===== config.mk =====
export PLATFORM = sky130hd
export DESIGN_NAME = shift_pipe
export DESIGN_NICKNAME = d
export VERILOG_FILES = /design/src/rtl/shift_pkg.sv /design/src/rtl/shift_pipe_stage.sv /design/src/rtl/shift_pipe.sv
export SDC_FILE = /design/constraint.sdc
export NUM_CORES = 1
export LEC_CHECK = 0
export CORE_MARGIN = 5
export CORE_UTILIZATION = 50
export CTS_CLUSTER_DIAMETER = 30
export DETAILED_ROUTE_END_ITERATION = 6
export PLACE_DENSITY = 0.7
export SETUP_SLACK_MARGIN = 0.05
export SYNTH_ARGS = -nofsm -noshare
export SYNTH_HDL_FRONTEND = slang
export SYNTH_HIERARCHICAL = 1
export SYNTH_SLANG_ARGS = --single-unit

===== constraint.sdc =====
create_clock -name clock -period 2.1 [get_ports clock]
set_input_delay 0.42 -clock clock [delete_from_list [all_inputs] [get_ports clock]]
set_output_delay 0.42 -clock clock [all_outputs]
set_load 0.005 [all_outputs]

===== src/rtl/shift_pkg.sv =====
// Shift-mode encoding shared by the pipelined barrel shifter and its stages.
package shift_pkg;

    typedef logic [1:0] mode_t;

    localparam mode_t MODE_SLL = 2'b00;
    localparam mode_t MODE_SRL = 2'b01;
    localparam mode_t MODE_SRA = 2'b10;
    localparam mode_t MODE_ROR = 2'b11;

endpackage


===== src/rtl/shift_pipe_stage.sv =====
// One level of the barrel shifter: conditional shift/rotate by 2^LEVEL, then
// the stage register with its valid bit and local ready term.
module shift_pipe_stage
    import shift_pkg::*;
#(
    parameter int WIDTH   = 32,
    parameter int TAG_W   = 4,
    parameter int LEVEL   = 0,
    parameter int SHAMT_W = $clog2(WIDTH)
) (
    input  logic               clock,
    input  logic               reset,
    input  logic               flush,
    input  logic               i_valid,
    input  logic [WIDTH-1:0]   i_data,
    input  logic [SHAMT_W-1:0] i_shamt,
    input  logic [1:0]         i_mode,
    input  logic [TAG_W-1:0]   i_tag,
    input  logic               i_ready_dn,
    output logic               o_ready,
    output logic               o_valid,
    output logic [WIDTH-1:0]   o_data,
    output logic [SHAMT_W-1:0] o_shamt,
    output logic [1:0]         o_mode,
    output logic [TAG_W-1:0]   o_tag
);

    localparam int DIST = 1 << LEVEL;

    logic               r_valid;
    logic [WIDTH-1:0]   r_data;
    logic [SHAMT_W-1:0] r_shamt;
    logic [1:0]         r_mode;
    logic [TAG_W-1:0]   r_tag;
    logic [WIDTH-1:0]   w_shifted;

    function automatic logic [WIDTH-1:0] shift_level(input logic [WIDTH-1:0] d,
                                                     input logic [1:0]       mode);
        logic [WIDTH-1:0] r;
        case (mode)
            MODE_SLL: r = d << DIST;
            MODE_SRL: r = d >> DIST;
            MODE_SRA: r = $signed(d) >>> DIST;
            default:  r = (d >> DIST) | (d << (WIDTH - DIST));
        endcase
        return r;
    endfunction

    // SRA fills from this stage's own MSB, which still carries the original sign.
    assign w_shifted = i_shamt[LEVEL] ? shift_level(i_data, i_mode) : i_data;

    // An empty stage accepts even while everything downstream is stalled.
    assign o_ready = !r_valid || i_ready_dn;

    always_ff @(posedge clock or posedge reset) begin
        if (reset) begin
            r_valid <= 1'b0;
            r_data  <= '0;
            r_shamt <= '0;
            r_mode  <= '0;
            r_tag   <= '0;
        end else if (flush) begin
            r_valid <= 1'b0;
        end else if (o_ready) begin
            r_valid <= i_valid;
            r_data  <= w_shifted;
            r_shamt <= i_shamt;
            r_mode  <= i_mode;
            r_tag   <= i_tag;
        end
    end

    assign o_valid = r_valid;
    assign o_data  = r_data;
    assign o_shamt = r_shamt;
    assign o_mode  = r_mode;
    assign o_tag   = r_tag;

endmodule


===== src/rtl/shift_pipe.sv =====
// Pipelined barrel shifter: one register per shift level, valid/ready on both
// sides with bubble collapse, tag passthrough and synchronous flush.
module shift_pipe
    import shift_pkg::*;
#(
    parameter int WIDTH = 32,
    parameter int TAG_W = 4,
    localparam int SHAMT_W = $clog2(WIDTH)
) (
    input  logic               clock,
    input  logic               reset,
    input  logic               flush,
    input  logic               in_valid,
    output logic               in_ready,
    input  logic [WIDTH-1:0]   data_operandA,
    input  logic [SHAMT_W-1:0] ctrl_shiftamt,
    input  logic [1:0]         ctrl_mode,
    input  logic [TAG_W-1:0]   in_tag,
    output logic               out_valid,
    input  logic               out_ready,
    output logic [WIDTH-1:0]   data_result,
    output logic [TAG_W-1:0]   out_tag
);

    localparam int L = SHAMT_W;

    logic [L-1:0]       w_vld;
    logic [L-1:0]       w_rdy;
    logic [L-1:0]       w_rdy_dn;
    logic               w_accept;
    logic [WIDTH-1:0]   w_data  [0:L];
    logic [SHAMT_W-1:0] w_shamt [0:L];
    logic [1:0]         w_mode  [0:L];
    logic [TAG_W-1:0]   w_tag   [0:L];
    logic               w_unused;

    assign in_ready   = w_rdy[0] && !flush;
    assign w_accept   = in_valid && in_ready;
    assign w_data[0]  = data_operandA;
    assign w_shamt[0] = ctrl_shiftamt;
    assign w_mode[0]  = ctrl_mode;
    assign w_tag[0]   = in_tag;

    // Downstream ready per stage, unrolled from the output so the chain stays
    // a single combinational path from out_ready with no feedback through w_rdy.
    always_comb begin
        w_rdy_dn        = '0;
        w_rdy_dn[L-1]   = out_ready;
        for (int k = L - 2; k >= 0; k--) begin
            w_rdy_dn[k] = w_rdy_dn[k+1] || !w_vld[k+1];
        end
    end

    for (genvar k = 0; k < L; k++) begin : g_stage
        logic w_vin;
        if (k == 0) begin : g_head
            assign w_vin = w_accept;
        end else begin : g_body
            assign w_vin = w_vld[k-1];
        end

        shift_pipe_stage #(
            .WIDTH   (WIDTH),
            .TAG_W   (TAG_W),
            .LEVEL   (k),
            .SHAMT_W (SHAMT_W)
        ) u_stage (
            .clock      (clock),
            .reset      (reset),
            .flush      (flush),
            .i_valid    (w_vin),
            .i_data     (w_data[k]),
            .i_shamt    (w_shamt[k]),
            .i_mode     (w_mode[k]),
            .i_tag      (w_tag[k]),
            .i_ready_dn (w_rdy_dn[k]),
            .o_ready    (w_rdy[k]),
            .o_valid    (w_vld[k]),
            .o_data     (w_data[k+1]),
            .o_shamt    (w_shamt[k+1]),
            .o_mode     (w_mode[k+1]),
            .o_tag      (w_tag[k+1])
        );
    end

    assign out_valid   = w_vld[L-1];
    assign data_result = w_data[L];
    assign out_tag     = w_tag[L];

    // Only stage 0's ready is consumed; the last stage's shamt/mode go nowhere.
    assign w_unused = ^{w_rdy, w_shamt[L], w_mode[L]};

endmodule


**After elaboration in Yosys (flattened, before gate mapping)**

Index checks and enable logic that the tools add are counted.

- Register bits: 213
- Bits in latches: 0
- Memory bits (writable): 0
- ROM bits: 0
- Logic and storage cells: 87
- Memories: 0

- Add/subtract/negate cells: 0
- Multiply operators: 0
- Div/mod/pow operators: 0
- Magnitude comparators: 0
- Equality and inequality tests: 10
- Shift-type cells: 0
- Multiplexer cells: 20
- Bitwise operators: 6
- Reduce and logical (&&, ||, !) cells: 28

Operators with widths:

| operator | count |
|---|---|
| 32-bit case mux with 3 select lines | 5 |
| 32-bit 2-to-1 mux | 5 |
| 16-bit by 32-bit OR with 32-bit output | 1 |
| 24-bit by 32-bit OR with 32-bit output | 1 |
| 28-bit by 32-bit OR with 32-bit output | 1 |
| 30-bit by 32-bit OR with 32-bit output | 1 |
| 31-bit by 32-bit OR with 32-bit output | 1 |
| 2-bit by 1-bit equality test with 1-bit output (second input constant) | 5 |
| 2-bit equality test (second input constant) | 5 |
| 2-bit zero test | 5 |
| 1-bit 2-to-1 mux | 10 |
| 2-bit AND reduction | 5 |
| 2-bit nonzero test | 5 |
| 1-bit zero test | 6 |
| 1-bit logical OR | 5 |
| 1-bit logical AND | 2 |
| 1-bit NOT | 1 |

**Logic depth before layout (Yosys ltp)**

- Depth after elaboration: 10
- Mapped depth: 9
- Depth with buffers taken out: 8

**Modules after synthesis**

The synthesis kept the hierarchy.

By module, submodules not included:

| module | times used | cells each | area each (um^2) | seq. area each (um^2) |
|---|---|---|---|---|
| shift_pipe_stage at g_stage[0].u_stage | 1 | 281 | 2,736.4 | 1,101.1 |
| shift_pipe_stage at g_stage[3].u_stage | 1 | 245 | 2,449.8 | 1,101.1 |
| shift_pipe_stage at g_stage[2].u_stage | 1 | 249 | 2,444.8 | 1,101.1 |
| shift_pipe_stage at g_stage[1].u_stage | 1 | 250 | 2,438.6 | 1,101.1 |
| shift_pipe_stage at g_stage[4].u_stage | 1 | 199 | 2,108.3 | 1,101.1 |
| shift_pipe | 1 | 7 | 52.6 | 0.0 |

**Worst setup path after synthesis**

OpenSTA, ideal clock, no wires.

- Path kind: input-to-reg
- From: in out_ready
- To: reg g_stage[0].u_stage.r_mode[1]
- Arrival: 1.571 ns
- Data required time: 1.975 ns
- Path slack: 0.404 ns
- Stages on the path: 7
- Path buffers: 2
- Cell sequence: nor2b_4 -> nand4_1 -> nor2b_4 -> or2_1 -> buf_2 -> buf_6 -> mux2_4

- Longest elaborated chain between the ends: 6

RTL lines:

| item | line | RTL |
|---|---|---|
| start: declaration | shift_pipe.sv:20 | `input logic out_ready,` |
| 1-bit logical OR (4 in series) | shift_pipe.sv:50 | `w_rdy_dn[k] = w_rdy_dn[k+1] \|\| !w_vld[k+1];` |
| named net w_rdy_dn[0] | shift_pipe.sv:29 | `logic [L-1:0] w_rdy_dn;` |
| 1-bit logical OR | shift_pipe_stage.sv:53 | `assign o_ready = !r_valid \|\| i_ready_dn;` |
| 2-bit AND reduction (no line) | n/a |  |
| end signal: assignment | shift_pipe_stage.sv:68 | `r_mode <= i_mode;` |
| end: declaration | shift_pipe_stage.sv:33 | `logic [1:0] r_mode;` |

The timed path passes the listed nets, and every way through them passes these cells.
A chain may end at the register's enable or synchronous reset.

**Worst setup path after layout**

- From: reg g_stage[4].u_stage.r_valid
- To: out in_ready

- Longest elaborated chain between the ends: 7

RTL lines:

| item | line | RTL |
|---|---|---|
| start: declaration | shift_pipe_stage.sv:30 | `logic r_valid;` |
| start signal: assignment | shift_pipe_stage.sv:65 | `r_valid <= i_valid;` |
| 1-bit zero test | shift_pipe.sv:50 |  |
| 1-bit logical OR (4 in series) | shift_pipe.sv:50 |  |
| named net w_rdy_dn[0] | shift_pipe.sv:29 |  |
| 1-bit logical OR | shift_pipe_stage.sv:53 |  |
| named net w_rdy[0] | shift_pipe.sv:28 | `logic [L-1:0] w_rdy;` |
| 1-bit logical AND | shift_pipe.sv:37 | `assign in_ready = w_rdy[0] && !flush;` |
| end: declaration | shift_pipe.sv:14 | `output logic in_ready,` |

The timed path passes the listed nets, and every way through them passes these cells.

==> flow_metrics.py <==
metrics = {
    "clock_tree": {
        "cts_num_sinks": 203,
        "cts-root-buf": "clkbuf_16",
        "insertion_delay_ns": 0.53,
        "tritoncts": "done",
        "clockBufferDepth": 3,
        "clk_pin_slew_ns": 0.04,
        "cts_buffers": 44,
        "cts.htree.levels": 2,
    },
    "placement": {
        "placed_area_um2": 12500,
        "port_buffers": 85,
        "gp_congestion": 0.826,
        "hpwlAfterDp_um": 19300,
        "place_inst": 1483,
        "pre_cts_slack_ns": -0.311,
    },
    "hold_path": {
        "whs_endpoint": "g_stage[3].u_stage/o_valid$_DFFE_PP0P_",
        "hold_depth": 2,
        "hold_class": "primary input to flip-flop",
        "hp-start": "flush",
    },
    "global_route": {
        "track_usage_pct": 21.6,
        "grt_pass1_wl_um": 48000,
        "antenna_found_initial": 0,
        "grt_pass1_vias": 9307,
        "overflow": 0,
        "grt_max_degree": 99,
    },
    "logic_synthesis": {
        "synth_cells": 1189,
        "yosys_warnings": 6,
        "syn_area_per_cell_um2": 9.72,
        "syn_nets": 1237,
        "synthesis.area_um2": 11600,
    },
    "die": {
        "die_area_um2": 26300,
        "dieHeight_um": 162,
        "io_pins": 86,
        "rows": 55,
        "core-area_um2": 22700,
        "die_w_um": 162,
        "start_util_pct": 50.9,
    },
    "power": {
        "p_per_area_nw_per_um2": 1140,
        "ir_worst_vdd_uv": 590,
        "p_leak_nw": 5.95,
        "power_mw": 16.0,
    },
    "routing": {
        "drc": 0,
        "ant_nets": 0,
        "wl_per_cell_um": 18.3,
        "drt-total-wl_um": 28600,
        "via_per_inst": 6.09,
        "num_vias": 9530,
        "first_pass_iters": 5,
        "drt_iter0_markers": 625,
    },
    "sta": {
        "hold_violations": 0,
        "holdWs_ns": 0.325,
        "final-setup-viol-count": 0,
        "period_share_pct": 98.2,
        "drv_slew": 0,
        "final.setup_skew_ns": 0.0174,
        "setup_ws_ns": 0.0374,
        "slew_headroom_pct": 38.9,
        "rsz0062_at_grt": "yes",
        "fin_crit_ns": 2.06,
        "max_freq_mhz": 485,
        "worstMarginPinSlew_ns": 0.915,
    },
    "critical_path": {
        "start_kind": "flip-flop",
        "reg2reg_to": "g_stage[0].u_stage/o_mode[0]$_DFFE_PP0P_",
        "cp-end-kind": "output pin",
        "path_class": "flip-flop to output pin",
        "cp.arrival_ns": 1.64,
        "crit_required_ns": 1.68,
        "rrSetupSlack_ns": 0.24,
        "reg2reg_depth": 7,
        "r2r_start": "g_stage[4].u_stage/o_valid$_DFFE_PP0P_",
        "crit_fanout": 2,
    },
    "layout": {
        "drive_above_1_share_pct": 18.0,
        "fillers": 1929,
        "final_cell_area_um2": 14100,
        "final_common_cell": "o21ai_0",
        "layout_common_cells": "o21ai_0 (220), dfrtp_1 (203), nor2_1 (140)",
        "num_antenna_cells": 0,
        "fin_cells": 1566,
        "syn_to_final_growth_pct": 21.9,
        "final_nets": 1293,
    },
    "job": {
        "drv_cap": 0,
    },
    "run_status": {
        "status": "complete, no violations",
    },
}
-- worst max-delay path by stage --
stage                                           startpoint       end  cells after the start
global route        g_stage[4].u_stage/o_valid$_DFFE_PP0P_  in_ready                      6
global placement                                 out_ready  in_ready                      7
floorplan                                        out_ready  in_ready                      6
finish              g_stage[4].u_stage/o_valid$_DFFE_PP0P_  in_ready                      6
detailed placement                               out_ready  in_ready                      7
CTS                 g_stage[4].u_stage/o_valid$_DFFE_PP0P_  in_ready                      6
-- report_power, final --
part | internal, mW | switching (mW)
Combinational | 1.78 | 1.68
Sequential | 4.76 | 0.838
Clock | 4.76 | 2.21
Total | 11.3 | 4.73
-- area by class of cell --
type | count | area, um^2 | share of cell area [%]
clock buffer | 53 | 1180 | 8.41
timing repair buffer | 144 | 1430 | 10.2
tap | 285 | 357 | 2.53
clock inverter | 29 | 354 | 2.51
inverter | 41 | 154 | 1.09
sequential | 203 | 5080 | 36.1
multi-input combinational | 811 | 5530 | 39.2
-- critical path, cell delays in order (launching register included) --
cell,delay (ns)
dfrtp_1,0.35
nor2b_4,0.16
nand4_1,0.17
nor2b_4,0.16
inv_2,0.03
nor2b_4,0.11
buf_2,0.13
-- repair_timing --
item | 4_1_cts | 5_1_grt
hold buffers | 0 | 0
setup endpoints to repair | 1 | 1
pin swaps | 1 | 0
buffers inserted | 1 | 0
resized for setup | 4 | 1
-- per-layer routing --
layer	up-vias	global-route usage [%]	routed length [um]
li1	4533	-	-
met1	4641	29.0	12600
met2	294	35.4	13500
met3	62	3.91	1520
met4	0	7.77	913
met5	-	0	0
-- through the flow --
step	setup TNS (ns)	util, %
finish	0	62.0
global route	-0.0781	62.0
CTS	-0.00804	62.0
detailed placement	-13.23	55.2
global placement	-11.12	55.2
floorplan	0	-
-- sequential cells by signal (all words and copies together) (netlist names) --
name	flops
g_stage.u_stage/o_shamt	10
g_stage.u_stage/o_mode	8
g_stage.u_stage/o_valid	5
g_stage.u_stage/o_data	160
g_stage.u_stage/o_tag	20
No activity file was read; power rests on OpenSTA's default activity.
